**src/rtl/hand_color_counter_pkg.sv**
```systemverilog
// Shared definitions for the hand colour counter.
//   state_t      : controller states (idle, loading a hand, hand done)
//   COLOR_*      : card colour encoding on card_color
//   calc_pw/cw   : derived widths for the player index and the card counts
package hand_color_counter_pkg;

    typedef enum logic [1:0] {
        ST_IDLE = 2'd0,
        ST_LOAD = 2'd1,
        ST_DONE = 2'd2
    } state_t;

    localparam logic COLOR_BLACK = 1'b1;
    localparam logic COLOR_WHITE = 1'b0;

    // Player index width; a single-player build still needs one bit
    function automatic int calc_pw(input int num_players);
        int w;
        w = $clog2(num_players);
        return (w < 1) ? 1 : w;
    endfunction

    // Count width, wide enough to hold HAND_SIZE itself
    function automatic int calc_cw(input int hand_size);
        return $clog2(hand_size + 1);
    endfunction

endpackage

```
**src/rtl/hand_color_counter_if.sv**
```systemverilog
// Handshake and result-read bundle of the hand colour counter.
//   start/player            : begin a hand for a result slot
//   card_valid/card_color   : card offer, accepted when card_ready is high
//   abort                   : cancel the hand in progress
//   busy/done/err           : status (done is a one-cycle pulse, err sticky)
//   rd_player/rd_black/white: combinational read of a result slot
interface hand_color_counter_if
    import hand_color_counter_pkg::*;
#(
    parameter int NUM_PLAYERS = 2,
    parameter int HAND_SIZE   = 5
);
    localparam int PW = calc_pw(NUM_PLAYERS);
    localparam int CW = calc_cw(HAND_SIZE);

    logic          start;
    logic [PW-1:0] player;
    logic          card_valid;
    logic          card_color;
    logic          card_ready;
    logic          abort;
    logic          busy;
    logic          done;
    logic          err;
    logic [PW-1:0] rd_player;
    logic [CW-1:0] rd_black;
    logic [CW-1:0] rd_white;

    modport master (
        output start, player, card_valid, card_color, abort, rd_player,
        input  card_ready, busy, done, err, rd_black, rd_white
    );

    modport slave (
        input  start, player, card_valid, card_color, abort, rd_player,
        output card_ready, busy, done, err, rd_black, rd_white
    );

endinterface

```
**src/rtl/hand_color_counter_color_accum.sv**
```systemverilog
// Working counters for a single hand.
//   i_clear        : zero all counters (start of a new hand)
//   i_inc/i_color  : count one accepted card of the given colour
//   o_black_next   : black count including this cycle's card
//   o_white_next   : white count including this cycle's card
//   o_last         : the next accepted card completes the hand
module color_accum
    import hand_color_counter_pkg::*;
#(
    parameter  int HAND_SIZE = 5,
    localparam int CW        = calc_cw(HAND_SIZE)
) (
    input  logic          clk,
    input  logic          rst,
    input  logic          i_clear,
    input  logic          i_inc,
    input  logic          i_color,
    output logic [CW-1:0] o_black_next,
    output logic [CW-1:0] o_white_next,
    output logic          o_last
);
    localparam logic [CW-1:0] ONE      = CW'(1);
    localparam logic [CW-1:0] LAST_IDX = CW'(HAND_SIZE - 1);

    logic [CW-1:0] r_black;
    logic [CW-1:0] r_white;
    logic [CW-1:0] r_index;
    logic          w_inc_black;
    logic          w_inc_white;

    assign w_inc_black  = i_inc && (i_color == COLOR_BLACK);
    assign w_inc_white  = i_inc && (i_color == COLOR_WHITE);
    // Look-ahead values let the owner commit the final card on its own edge
    assign o_black_next = w_inc_black ? (r_black + ONE) : r_black;
    assign o_white_next = w_inc_white ? (r_white + ONE) : r_white;
    assign o_last       = (r_index == LAST_IDX);

    // Counter registers: clear on a new hand, advance on each accepted card
    always_ff @(posedge clk or posedge rst) begin
        if (rst) begin
            r_black <= {CW{1'b0}};
            r_white <= {CW{1'b0}};
            r_index <= {CW{1'b0}};
        end else if (i_clear) begin
            r_black <= {CW{1'b0}};
            r_white <= {CW{1'b0}};
            r_index <= {CW{1'b0}};
        end else if (i_inc) begin
            r_black <= o_black_next;
            r_white <= o_white_next;
            r_index <= r_index + ONE;
        end else begin
            r_index <= r_index;
        end
    end

endmodule

```
**src/rtl/hand_color_counter.sv**
```systemverilog
// Counts black and white cards of a hand and stores the result per player.
//   clk, rst : rising-edge clock, asynchronous active-high reset
//   bus      : slave side of hand_color_counter_if (handshake, status, reads)
module hand_color_counter
    import hand_color_counter_pkg::*;
#(
    parameter int NUM_PLAYERS = 2,
    parameter int HAND_SIZE   = 5
) (
    input  logic                 clk,
    input  logic                 rst,
    hand_color_counter_if.slave  bus
);
    localparam int PW = calc_pw(NUM_PLAYERS);
    localparam int CW = calc_cw(HAND_SIZE);
    // One extra bit so the range check also works when NUM_PLAYERS == 2**PW
    localparam logic [PW:0] NP_LIMIT = (PW + 1)'(NUM_PLAYERS);

    state_t        r_state;
    logic [PW-1:0] r_player;
    logic          r_err;
    logic [CW-1:0] r_slot_black [NUM_PLAYERS];
    logic [CW-1:0] r_slot_white [NUM_PLAYERS];

    logic          w_in_load;
    logic          w_accept;
    logic          w_start_ok;
    logic          w_rd_ok;
    logic          w_last;
    logic [CW-1:0] w_black_next;
    logic [CW-1:0] w_white_next;

    assign w_in_load  = (r_state == ST_LOAD);
    // Abort beats a simultaneous card: the card is dropped
    assign w_accept   = w_in_load && bus.card_valid && !bus.abort;
    assign w_start_ok = (r_state == ST_IDLE) && bus.start &&
                        ({1'b0, bus.player} < NP_LIMIT);
    assign w_rd_ok    = ({1'b0, bus.rd_player} < NP_LIMIT);

    color_accum #(
        .HAND_SIZE (HAND_SIZE)
    ) u_accum (
        .clk          (clk),
        .rst          (rst),
        .i_clear      (w_start_ok),
        .i_inc        (w_accept),
        .i_color      (bus.card_color),
        .o_black_next (w_black_next),
        .o_white_next (w_white_next),
        .o_last       (w_last)
    );

    // Controller: hand sequencing, error flag and result-slot commits
    always_ff @(posedge clk or posedge rst) begin
        if (rst) begin
            r_state  <= ST_IDLE;
            r_player <= {PW{1'b0}};
            r_err    <= 1'b0;
            for (int i = 0; i < NUM_PLAYERS; i++) begin
                r_slot_black[i] <= {CW{1'b0}};
                r_slot_white[i] <= {CW{1'b0}};
            end
        end else begin
            case (r_state)
                ST_IDLE: begin
                    if (w_start_ok) begin
                        r_player <= bus.player;
                        r_err    <= 1'b0;
                        r_state  <= ST_LOAD;
                    end else if (bus.start) begin
                        r_err    <= 1'b1;
                    end else begin
                        r_state  <= ST_IDLE;
                    end
                end
                ST_LOAD: begin
                    if (bus.start) begin
                        r_err <= 1'b1;
                    end
                    if (bus.abort) begin
                        r_state <= ST_IDLE;
                    end else if (w_accept && w_last) begin
                        r_slot_black[r_player] <= w_black_next;
                        r_slot_white[r_player] <= w_white_next;
                        r_state                <= ST_DONE;
                    end else begin
                        r_state <= ST_LOAD;
                    end
                end
                ST_DONE: begin
                    if (bus.start) begin
                        r_err <= 1'b1;
                    end
                    r_state <= ST_IDLE;
                end
                default: begin
                    r_state <= ST_IDLE;
                end
            endcase
        end
    end

    assign bus.card_ready = w_in_load;
    assign bus.busy       = (r_state != ST_IDLE);
    assign bus.done       = (r_state == ST_DONE);
    assign bus.err        = r_err;
    assign bus.rd_black   = w_rd_ok ? r_slot_black[bus.rd_player] : {CW{1'b0}};
    assign bus.rd_white   = w_rd_ok ? r_slot_white[bus.rd_player] : {CW{1'b0}};

endmodule

```
**src/flat_wrapper.sv**
```systemverilog
// flat-port wrapper written by rule: the top's interface ports become plain ports
module hand_color_counter_flat import hand_color_counter_pkg::*;
#(
    parameter int NUM_PLAYERS = 2,
    parameter int HAND_SIZE   = 5
)
  (clk, rst, bus_start, bus_player, bus_card_valid, bus_card_color, bus_abort, bus_rd_player, bus_card_ready, bus_busy, bus_done, bus_err, bus_rd_black, bus_rd_white);
  hand_color_counter_if #(.NUM_PLAYERS(NUM_PLAYERS), .HAND_SIZE(HAND_SIZE)) bus_i ();
  input  logic clk;
  input  logic rst;
  input wire logic [$bits(bus_i.start)-1:0] bus_start;
  input wire logic [$bits(bus_i.player)-1:0] bus_player;
  input wire logic [$bits(bus_i.card_valid)-1:0] bus_card_valid;
  input wire logic [$bits(bus_i.card_color)-1:0] bus_card_color;
  input wire logic [$bits(bus_i.abort)-1:0] bus_abort;
  input wire logic [$bits(bus_i.rd_player)-1:0] bus_rd_player;
  output wire logic [$bits(bus_i.card_ready)-1:0] bus_card_ready;
  output wire logic [$bits(bus_i.busy)-1:0] bus_busy;
  output wire logic [$bits(bus_i.done)-1:0] bus_done;
  output wire logic [$bits(bus_i.err)-1:0] bus_err;
  output wire logic [$bits(bus_i.rd_black)-1:0] bus_rd_black;
  output wire logic [$bits(bus_i.rd_white)-1:0] bus_rd_white;
  assign bus_i.start = bus_start;
  assign bus_i.player = bus_player;
  assign bus_i.card_valid = bus_card_valid;
  assign bus_i.card_color = bus_card_color;
  assign bus_i.abort = bus_abort;
  assign bus_i.rd_player = bus_rd_player;
  assign bus_card_ready = bus_i.card_ready;
  assign bus_busy = bus_i.busy;
  assign bus_done = bus_i.done;
  assign bus_err = bus_i.err;
  assign bus_rd_black = bus_i.rd_black;
  assign bus_rd_white = bus_i.rd_white;
  hand_color_counter #(.NUM_PLAYERS(NUM_PLAYERS), .HAND_SIZE(HAND_SIZE)) u_core (.clk(clk), .rst(rst), .bus(bus_i));
endmodule
```
**config.mk**
```make
export PLATFORM = sky130hd
export DESIGN_NAME = hand_color_counter_flat
export DESIGN_NICKNAME = d
export VERILOG_FILES = /design/src/rtl/hand_color_counter_pkg.sv /design/src/rtl/hand_color_counter_if.sv /design/src/rtl/hand_color_counter_color_accum.sv /design/src/rtl/hand_color_counter.sv /design/src/flat_wrapper.sv
export SDC_FILE = /design/constraint.sdc
export NUM_CORES = 1
export LEC_CHECK = 0
export ABC_AREA = 1
export BUFFER_PORTS_ARGS = -buffer_cell sky130_fd_sc_hd__buf_2
export CORE_ASPECT_RATIO = 1.75
export CORE_UTILIZATION = 55
export DETAILED_ROUTE_END_ITERATION = 10
export GPL_ROUTABILITY_DRIVEN = 0
export PLACE_DENSITY = 0.84
export SYNTH_ARGS = -nofsm -noshare
export SYNTH_HDL_FRONTEND = slang
export SYNTH_SLANG_ARGS = --single-unit
```
**constraint.sdc**
```tcl
create_clock -name clk -period 1.8 [get_ports clk]
set_input_delay 0.36 -clock clk [delete_from_list [all_inputs] [get_ports clk]]
set_output_delay 0.36 -clock clk [all_outputs]
set_load 0.01 [all_outputs]
```
Word-level counts from Yosys, hierarchy flattened
Index checks and enable logic that the tools add are counted.
- memory bits (writable): 0
- bits in read-only memories: 0
- memories kept: 0
- register bits after elaboration: 25
- input port bits: 8
- bits in latches: 0
- div/mod/pow operators: 0
- mux-type cells: 26
- order comparisons: 3
- reductions and logical operators: 15
- equality and inequality tests: 4
- bitwise gates (word level): 4
- shift-type cells: 0
- multipliers: 0
- add/subtract/negate cells: 3
- operator list (cell ; count):
    $mux W3 ; 15
    $bwmux W6 ; 2
    $add A3 B1 Y3 const B ; 3
    $mux W2 ; 4
    $logic_and A1 B1 Y1 ; 7
    $reduce_bool A2 Y1 ; 3
    $ge A2 B2 Y1 const B ; 2
    $not A1 Y2 ; 2
    $pmux W2 S2 ; 1
    $demux W3 S1 ; 1
    $eq A3 B3 Y1 const B ; 1
    $ne A3 B3 Y1 const B ; 1
    $reduce_and A3 Y1 ; 1
    $eq A2 B1 Y1 const B ; 1
    $eq A2 B2 Y1 const B ; 1
    $logic_not A2 Y1 ; 1
    $lt A2 B1 Y1 const B ; 1
    $mux W1 ; 2
    $not A1 Y1 ; 2
    $pmux W1 S2 ; 1
    $reduce_and A2 Y1 ; 1
    $reduce_or A2 Y1 ; 1
    $logic_not A1 Y1 ; 1

Longest topological paths before layout
Gate-level depths: netlist of run 1.
- word-level depth: 7
- mapped depth: 9
- gate-level depth less buffers: 9

By module
A second synthesis of run 1 with hierarchy kept.
- cells, all modules: 147
- area total of the unflattened synthesis: 1331.3 um^2
- by module, submodules not included (module ; area each (um^2) ; cells each ; seq. area each (um^2) ; instances):
    hand_color_counter ; 822.0 ; 88 ; 400.4 ; 1
    color_accum ; 509.2 ; 59 ; 225.2 ; 1

Least setup slack after synthesis of run 1
No wires, ideal clock.
- path kind: register -> register
- start: register u_core.r_state[1]
- end: register u_core.r_slot_white[3] (netlist bit)
- cell stages (with the launch flop): 10
- buffers on the path: 0
- period minus slack after synthesis: 1.462 ns
- arrival: 1.344 ns
- setup slack: 0.338 ns
- library setup time: 0.117 ns
- path through: dfrtp_1 inv_1 ha_1 nand2_2 nor2_8 nand2_4 nor2_8 inv_4 nand2_1 nand2_1
- cells in the longest elaborated chain, start to end: 6
- elaborated cells between the ends (all ways): 8
- those cells by class: eq/ne (1); mux (2); reduce/logical (5)
- ends and longest elaborated chain (item ; RTL line ; RTL):
    from (decl) ; hand_color_counter.sv:19 ; state_t r_state;
    from (signal assigned) ; hand_color_counter.sv:56 ; r_state <= ST_IDLE;
    from (signal assigned) ; hand_color_counter.sv:69 ; r_state <= ST_LOAD;
    from (signal assigned) ; hand_color_counter.sv:73 ; r_state <= ST_IDLE;
    $eq A2 B1 Y1 * ; hand_color_counter.sv:33 ; assign w_in_load = (r_state == ST_LOAD);
    net bus_card_ready ; flat_wrapper.sv:17 ; output wire logic [$bits(bus_i.card_ready)-1:0] bus_card_ready;
    $logic_and A1 B1 Y1 (2 in a row) ; hand_color_counter.sv:35 ; assign w_accept = w_in_load && bus.card_valid && !bus.abort;
    $logic_and A1 B1 Y1 ; hand_color_counter_color_accum.sv:32 ; assign w_inc_white = i_inc && (i_color == COLOR_WHITE);
    $mux W3 ; hand_color_counter_color_accum.sv:35 ; assign o_white_next = w_inc_white ? (r_white + ONE) : r_white;
    $bwmux W6 ; hand_color_counter.sv:84 ; r_slot_white[r_player] <= w_white_next;
    to (signal, indexed assignment) ; hand_color_counter.sv:61 ; r_slot_white[i] <= {CW{1'b0}};
    to (signal, indexed assignment) ; hand_color_counter.sv:84 ;
    to (decl) ; hand_color_counter.sv:23 ; logic [CW-1:0] r_slot_white [NUM_PLAYERS];
The timed path passes the listed nets; every way through them passes the cells marked *.
A chain may end at the register's enable or synchronous reset.

Worst setup path after layout of run 1
- start: register u_core.r_state[1]
- end: register u_core.r_slot_black[5] (netlist bit)
- cells in the longest elaborated chain, start to end: 6
- elaborated cells between the ends (all ways): 8
- those cells by class: eq/ne (1); mux (2); reduce/logical (5)
- ends and longest elaborated chain (item ; RTL line ; RTL):
    $eq A2 B1 Y1 * ; hand_color_counter.sv:33, hand_color_counter.sv:64 ;
    $logic_and A1 B1 Y1 (2 in a row) ; hand_color_counter.sv:35 ;
    $logic_and A1 B1 Y1 ; hand_color_counter_color_accum.sv:31 ; assign w_inc_black = i_inc && (i_color == COLOR_BLACK);
    $mux W3 ; hand_color_counter_color_accum.sv:34 ; assign o_black_next = w_inc_black ? (r_black + ONE) : r_black;
    $bwmux W6 ; hand_color_counter.sv:83 ; r_slot_black[r_player] <= w_black_next;
    to (signal, indexed assignment) ; hand_color_counter.sv:60 ; r_slot_black[i] <= {CW{1'b0}};
    to (signal, indexed assignment) ; hand_color_counter.sv:83 ;
    to (decl) ; hand_color_counter.sv:22 ; logic [CW-1:0] r_slot_black [NUM_PLAYERS];
Every way passes the cells marked *; elsewhere a longest branch is shown, timed or not.

==> out/results.txt, run 1 <==
Crit path max fanout: 9
Post-route DRC violation count: 0
Clock Latency Late Sink: 0.27 ns
Synth area leader: dfrtp_1
Routed length per instance: 13.0 µm
Ant diodes: 0
Max Fclk: 643 MHz
Synthesis-stage register bit count: 25
Rows: 23
Met3 Usage GRT: 3.00%
Post-synth top area share: 47.8%
Crit path buf inv count: 2
Clock transition at path regs: 0.08 ns
Least-Margin Pin Slew: 0.318 ns
Largest net degree at the start of global routing: 26
H-tree level count: 1
Clock skew: 0.00199 ns
Crit path DAT: 1.72 ns
DR vias/cell: 5.24
Layout overhead on the synthesized area: 12.7%
RSZ-0062 raised after global routing: no
Yosys Warn Count: 0
Via count: 1022
Synth unique cells: 18
Fin Hold WS: 0.120 ns
Height of the die: 66.5 µm
CTS tree: done
Placed Cells: 191
Critical-path cell list: inv_1, ha_1, nand2_2, nor2_8, nand2_4, nor2_8, inv_4, nand2_1, nand2_1
Maxcap violations: 0
Total GRT Usage: 23.6%
Drt total wl: 2.53 mm
Number of antenna violations at the first check in global routing: 0
Hold Violations, Final: 0
Rel. slew slack: 78.8%
Worst VDD drop: 0.000568 V
Chip Width: 38.9 µm
Root buffer cell: clkbuf_8
Clk buf depth: 2
CP startpoint kind: register
Power Density: 766 mW/mm²
Layout cells sized above 1: 21.8%
Synth top area cells: dfrtp_1, nand2_1, ha_1
CP delay by family, top: simple AND/OR/NAND/NOR gates
Final HPWL DP: 1.98 mm
GR Overflow Total: 0
Post-CTS Hold Buffers: 0
Non-Filler Instances: 195
Gr busiest metal: met2
Vias in the first global route: 1010
Worst r2r src: u_core.r_state[1]
Crit path max-delay cell type: dfrtp_1
Post-route ant nets: 0
GRT met2 Usage: 40.8%
Min Tclk post-route: 1.56 ns
Final net count: 187
Worst setup EP type: register
Final period utilization: 86.4%
# resized after CTS: 0
Synthesized cell area: 0.00131 mm²
Final setup fails: 0
Syn nets: 165
Outcome: finished clean
Starting Density: 57.6%
Total iterations of the first detailed-routing run: 4
WP data required: 1.96 ns
Total CTS buffers: 3
Final TNS setup: 0 ns
First-pass GRT wire length: 4.15 mm
Leak: 0.000910 µW
Seq/Total Area, Yosys: 47.8%
1st-iter DRT viols: 27
IO Pins: 18
Clk sinks: 25
HP Class: input port to asynchronous set/reset pin
Met1 Usage GRT: 26.2%
Mapped Cells: 149
Final Slew Violations: 0
Crit-path max cell delay: 0.41 ns
Setup Buffers After CTS: 0
Core ar.: 0.00227 mm²
Crit path from: u_core.r_state[1]
Syn Area/Cell: 8.78 µm²
DIE AREA: 0.00259 mm²
IO Port Bufs: 17
Critical path type: register to register
path summary, 6_finish.rpt:
check | end | slack (ns) | cells after the start
max | u_core.r_slot_black[5] | 0.24 | 9
min in group clk | u_core.r_player | 0.31 | 3
min | u_core.r_slot_black[5] | 0.12 | 3
min reg2reg | u_core.r_slot_white[5] | 0.48 | 2
max in group asynchronous | u_core.u_accum.r_index[2] | 1.44 | 3
max reg2reg | u_core.r_slot_black[5] | 0.24 | 9
metal layers:
layer / part of all wire, % / routed length, µm / vias to the layer above
met5: 0 / 0 / -
met4: 3.0 / 77 / 0
met3: 2.3 / 59 / 8
met2: 56 / 1420 / 21
met1: 39 / 974 / 486
li1: - / - / 507
Yosys cell counts:
cell type,instances
a21oi_1,6
clkbuf_1,1
dfrtp_1,25
ha_1,8
inv_1,15
inv_2,2
inv_4,2
mux2_2,6
nand2_1,57
nand2_2,1
nand2_4,1
nand3_1,10
nand3b_1,1
nor2_1,5
nor2_8,3
nor3_1,1
o21ai_0,3
xor2_1,2
stage by stage:
step	setup WS, ns	util, %	area, µm²	total power, µW
global placement	0.328	62.9	1430	801
finish	0.244	64.9	1480	1130
global route	0.0985	64.9	1480	1190
floorplan	0.338	-	1310	755
detailed placement	0.247	62.9	1430	813
CTS	0.234	64.9	1480	1130
final cells by class:
type	instances	area [µm²]
clock buffer	3	41.3
fill	198	798
tap	25	31.3
timing repair buffer	18	92.6
sequential	25	626
inverter	19	76.3
clock inverter	1	5.00
multi-input combinational	104	603
flip-flops by register name, indices dropped and copies added (netlist names), named ones only:
| signal | count |
|---|---|
| u_core.r_player | 1 |
| u_core.u_accum.r_black | 3 |
| u_core.u_accum.r_index | 3 |
| u_core.r_state | 2 |
| u_core.u_accum.r_white | 3 |
| u_core.r_slot_black | 6 |
| u_core.r_slot_white | 6 |
worst min-delay path: stages:
cell and delay [ns]:
buf_2 0.09, inv_1 0.04, buf_4 0.30
logic make-up after synthesis:
kind of cell / Yosys count / synth area share [%]
and+or+nand+nor: 79 / 28.5
muxes: 6 / 5.16
AOI/OAI and AO/OA: 9 / 3.44
DFF: 25 / 47.8
xor gates and xnor gates: 2 / 1.34
adders and majority gates: 8 / 7.65
buffers and inverters: 20 / 6.12
cell usage in the layout (no fill, tap or decap):
cell type	synthesis	final
nand2_4	1	1
ha_1	8	8
clkbuf_8	0	3
inv_4	2	2
inv_2	2	2
nand3b_1	1	1
nor3_1	1	1
clkinv_2	0	1
dfrtp_1	25	25
nand2_1	57	57
a21oi_1	6	6
mux2_2	6	6
xor2_1	2	2
nor2_8	3	3
o21ai_0	3	3
inv_1	15	15
nand2_2	1	1
nand3_1	10	10
buf_4	0	1
nor2_1	5	5
buf_2	0	17
report_power, final:
part           total (µW)  switching [µW]  internal, µW
Clock                 331             176           155
Combinational         177             116          61.1
Sequential            623            28.2           595
Power figures use the tool's default switching activity.
==> run 2: changes to the inputs <==
Settings changed: CELL_PAD_IN_SITES_DETAIL_PLACEMENT set to 1, CELL_PAD_IN_SITES_GLOBAL_PLACEMENT set to 1, CORE_UTILIZATION 55 to 42.
==> out/results.txt, run 2 (same netlist as run 1, synthesis figures left out) <==
DIE AREA: 0.00335 mm²
Min Tclk post-route: 1.59 ns
Critical path type: register to register
Least-Margin Pin Slew: 0.320 ns
Final setup fails: 0
1st-iter DRT viols: 14
Core ar.: 0.00293 mm²
Met3 Usage GRT: 2.13%
# resized after CTS: 0
DR vias/cell: 5.20
Crit path max fanout: 9
Vias in the first global route: 1090
Drt total wl: 2.83 mm
RSZ-0062 raised after global routing: no
GR Overflow Total: 0
Power Density: 770 mW/mm²
Hold Violations, Final: 0
Post-CTS Hold Buffers: 0
Max Fclk: 629 MHz
Height of the die: 75.8 µm
Clk buf depth: 2
Largest net degree at the start of global routing: 26
Final TNS setup: 0 ns
Chip Width: 44.2 µm
Clock skew: 0.00805 ns
Setup Buffers After CTS: 0
Final Util: 50.5%
Violated checks: design-rule violations
Post-route ant nets: 0
Via count: 1029
Clk sinks: 25
Clock Latency Late Sink: 0.27 ns
Final net count: 187
Routed length per instance: 14.3 µm
IO Pins: 18
Total CTS buffers: 3
Maxcap violations: 0
Total power: 1140 µW
Largest regs: u_core.r_slot_black x6, u_core.r_slot_white x6
HP Class: input port to asynchronous set/reset pin
Total iterations of the first detailed-routing run: 6
IO Port Bufs: 17
Number of antenna violations at the first check in global routing: 0
Ant diodes: 0
Clock transition at path regs: 0.08 ns
First-pass GRT wire length: 4.63 mm
Commonest non-fill, non-tap cell in the layout: nand2_1
Layout overhead on the synthesized area: 12.9%
Gr busiest metal: met2
Starting Density: 44.7%
Most frequent cells in the layout: nand2_1, dfrtp_1, buf_2
Final HPWL DP: 2.35 mm
Layout cells sized above 1: 21.2%
Fin Hold WS: 0.123 ns
Final period utilization: 88.3%
Rel. slew slack: 78.7%
Worst r2r src: u_core.r_state[1]
Crit path DAT: 1.75 ns
CP startpoint kind: register
Crit path from: u_core.r_state[1]
Final Slew Violations: 0
Worst setup EP type: register
Outcome: finished with violations
H-tree level count: 1
Post-route DRC violation count: 1
Met1 Usage GRT: 19.2%
CTS tree: done
Dpl cell area: 0.00143 mm²
GRT met2 Usage: 38.9%
WP data required: 1.96 ns
Worst VDD drop: 0.000536 V
Total GRT Usage: 19.2%
Rows: 26
Root buffer cell: clkbuf_8
Post-route cell area: 0.00148 mm²
Leak: 0.000908 µW
run 2: report_power, final:
group / internal, µW / switching [µW] / total [µW] / leakage [µW]
clock network: 158 / 176 / 335 / 0.0000228
logic: 61.3 / 118 / 179 / 0.000545
registers: 594 / 28.7 / 623 / 0.000339
run 2: per-layer routing:
metal,up-vias,part of all wire [%]
met5,-,0
met4,0,1.5
met3,4,1.7
met2,14,60
met1,505,36
li1,506,-
run 2: layout make-up:
| type | instances | area [µm²] |
|---|---|---|
| Timing Repair Buffer | 18 | 92.6 |
| Fill cell | 368 | 1450 |
| Tap cell | 28 | 35.0 |
| Sequential cell | 25 | 626 |
| Inverter | 19 | 76.3 |
| Clock buffer | 4 | 45.0 |
| Multi-Input combinational cell | 104 | 603 |
run 2: stage by stage:
stage | std cells | setup slack, ns
6_report | 198 | 0.211
4_1_cts | 198 | 0.183
5_1_grt | 198 | 0.0681
2_1_floorplan | 149 | 0.338
3_3_place_gp | 194 | 0.302
3_5_place_dp | 194 | 0.204
run 2: path summary, 6_finish.rpt:
kind	end	slack [ns]	depth (start not counted)
min reg2reg	u_core.r_slot_black[3]	0.49	2
max in group asynchronous	u_core.r_state[1]	1.43	3
min in group clk	u_core.r_player	0.33	3
max	u_core.r_slot_white[5]	0.21	9
max reg2reg	u_core.r_slot_white[5]	0.21	9
min	asynchronous set/reset pin	0.12	3
run 2: critical path, stage by stage, from the launching register on:
cell     delay (ns)
dfrtp_1        0.41
inv_1          0.09
ha_1           0.22
nand2_2        0.11
nor2_8         0.16
nand2_4        0.12
nor2_8         0.16
inv_4          0.07
nand2_1        0.07
nand2_1        0.06
==> run 3: changes to the inputs <==
Settings changed: PLACE_DENSITY 0.84 to not set, PLACE_DENSITY_LB_ADDON set to 0.1.
==> out/results.txt, run 3 (same netlist as run 1, synthesis figures left out) <==
Place WS: 0.228 ns
Total GRT Usage: 18.3%
WP depth: 9
Least-Margin Pin Slew: 0.330 ns
Hold Violations, Final: 0
DIE AREA: 0.00335 mm²
Post-CTS Hold Buffers: 0
Critical path type: register to register
Core ar.: 0.00293 mm²
DR vias/cell: 5.21
Clock skew: 0.00297 ns
Outcome: finished clean
Final period utilization: 87.2%
Layout overhead on the synthesized area: 12.9%
Commonest non-fill, non-tap cell in the layout: nand2_1
Final worst setup slack: 0.231 ns
Starting Density: 44.7%
Clk buf depth: 2
Final Slew Violations: 0
Post-route DRC violation count: 0
Vias in the first global route: 1081
CP startpoint kind: register
Critical-path cell list: inv_1, ha_1, nand2_2, nor2_8, nand2_4, nor2_8, inv_4, nand2_1, nand2_1
Min Tclk post-route: 1.57 ns
Drt total wl: 2.67 mm
Register-to-register path setup slack: 0.23 ns
First-pass GRT wire length: 4.47 mm
Crit-path max cell delay: 0.41 ns
Ant diodes: 0
Number of antenna violations at the first check in global routing: 0
IO Pins: 18
Rel. slew slack: 78.0%
Chip Width: 44.2 µm
GR Overflow Total: 0
Crit path buf inv count: 2
IO Port Bufs: 17
Largest regs: u_core.r_slot_black x6, u_core.r_slot_white x6
Worst setup EP type: register
Leak: 0.000908 µW
Final setup fails: 0
Root buffer cell: clkbuf_8
Worst r2r src: u_core.r_state[1]
Crit path max fanout: 9
Via count: 1031
CTS tree: done
Setup Buffers After CTS: 0
RSZ-0062 raised after global routing: no
Post-route ant nets: 0
Final net count: 187
Layout cells sized above 1: 21.2%
Height of the die: 75.8 µm
H-tree level count: 1
Clk sinks: 25
Rows: 26
Final TNS setup: 0 ns
Most frequent cells in the layout: nand2_1, dfrtp_1, buf_2
Final HPWL DP: 2.16 mm
Clock transition at path regs: 0.09 ns
CP delay by family, top: simple AND/OR/NAND/NOR gates
Clock Latency Late Sink: 0.26 ns
Worst VDD drop: 0.000409 V
Total CTS buffers: 3
Largest net degree at the start of global routing: 26
Power Density: 765 mW/mm²
Final Util: 50.5%
Crit path max-delay cell type: dfrtp_1
Total iterations of the first detailed-routing run: 6
1st-iter DRT viols: 16
Maxcap violations: 0
Reg-to-Reg End: u_core.r_slot_black[5]
Max Fclk: 637 MHz
HP Class: input port to asynchronous set/reset pin
# resized after CTS: 0
Crit path DAT: 1.73 ns
WP data required: 1.96 ns
Routed length per instance: 13.5 µm
Layout fillers: 371
Worst R2R Path Depth: 9
[run 3: worst register-to-register path, delay by kind of cell, from the launching register on]
kind / cells / cell delay [ns]
flops: 1 / 0.41
simple gates: 6 / 0.68
buf+inv: 2 / 0.16
fa+ha+maj: 1 / 0.22
[run 3: worst max-delay path by stage]
stage                                  from                      to  slack, ns
final                     u_core.r_state[1]  u_core.r_slot_black[5]       0.23
after global routing      u_core.r_state[1]  u_core.r_slot_black[5]       0.11
after CTS                 u_core.r_state[1]  u_core.r_slot_black[5]       0.21
after detailed placement  u_core.r_state[1]  u_core.r_slot_black[5]       0.23
after global placement    u_core.r_state[1]  u_core.r_slot_black[4]       0.29
after floorplan           u_core.r_state[1]  u_core.r_slot_white[3]       0.34
[run 3: report_power, final]
group / internal (µW) / total [µW] / switching [µW]
sequential: 594 / 622 / 27.3
clock: 158 / 331 / 173
combinational: 61.1 / 177 / 116
[run 3: metrics by stage]
step                power [µW]  std cells  hold slack, ns  area, µm²
finish                    1130        198           0.127       1480
global route              1190        198           0.155       1480
CTS                       1150        198           0.143       1480
detailed placement         816        194           0.438       1430
global placement           809        194           0.426       1430
floorplan                  755        149           0.387       1310
[run 3: layer usage]
metal	part of all wire, %	vias up	GRT usage, %
met3	2.5	2	2.13
met5	0	-	0
li1	-	505	-
met1	38	509	18.7
met4	1.0	0	7.07
met2	59	15	36.3
[run 3: layout make-up]
| cell class | instances | area (µm²) | area share (%) |
|---|---|---|---|
| clock buffer | 4 | 45.0 | 3.05 |
| inverter | 19 | 76.3 | 5.17 |
| multi-input combinational | 104 | 603 | 40.8 |
| sequential | 25 | 626 | 42.3 |
| tap | 28 | 35.0 | 2.37 |
| timing repair buffer | 18 | 92.6 | 6.27 |
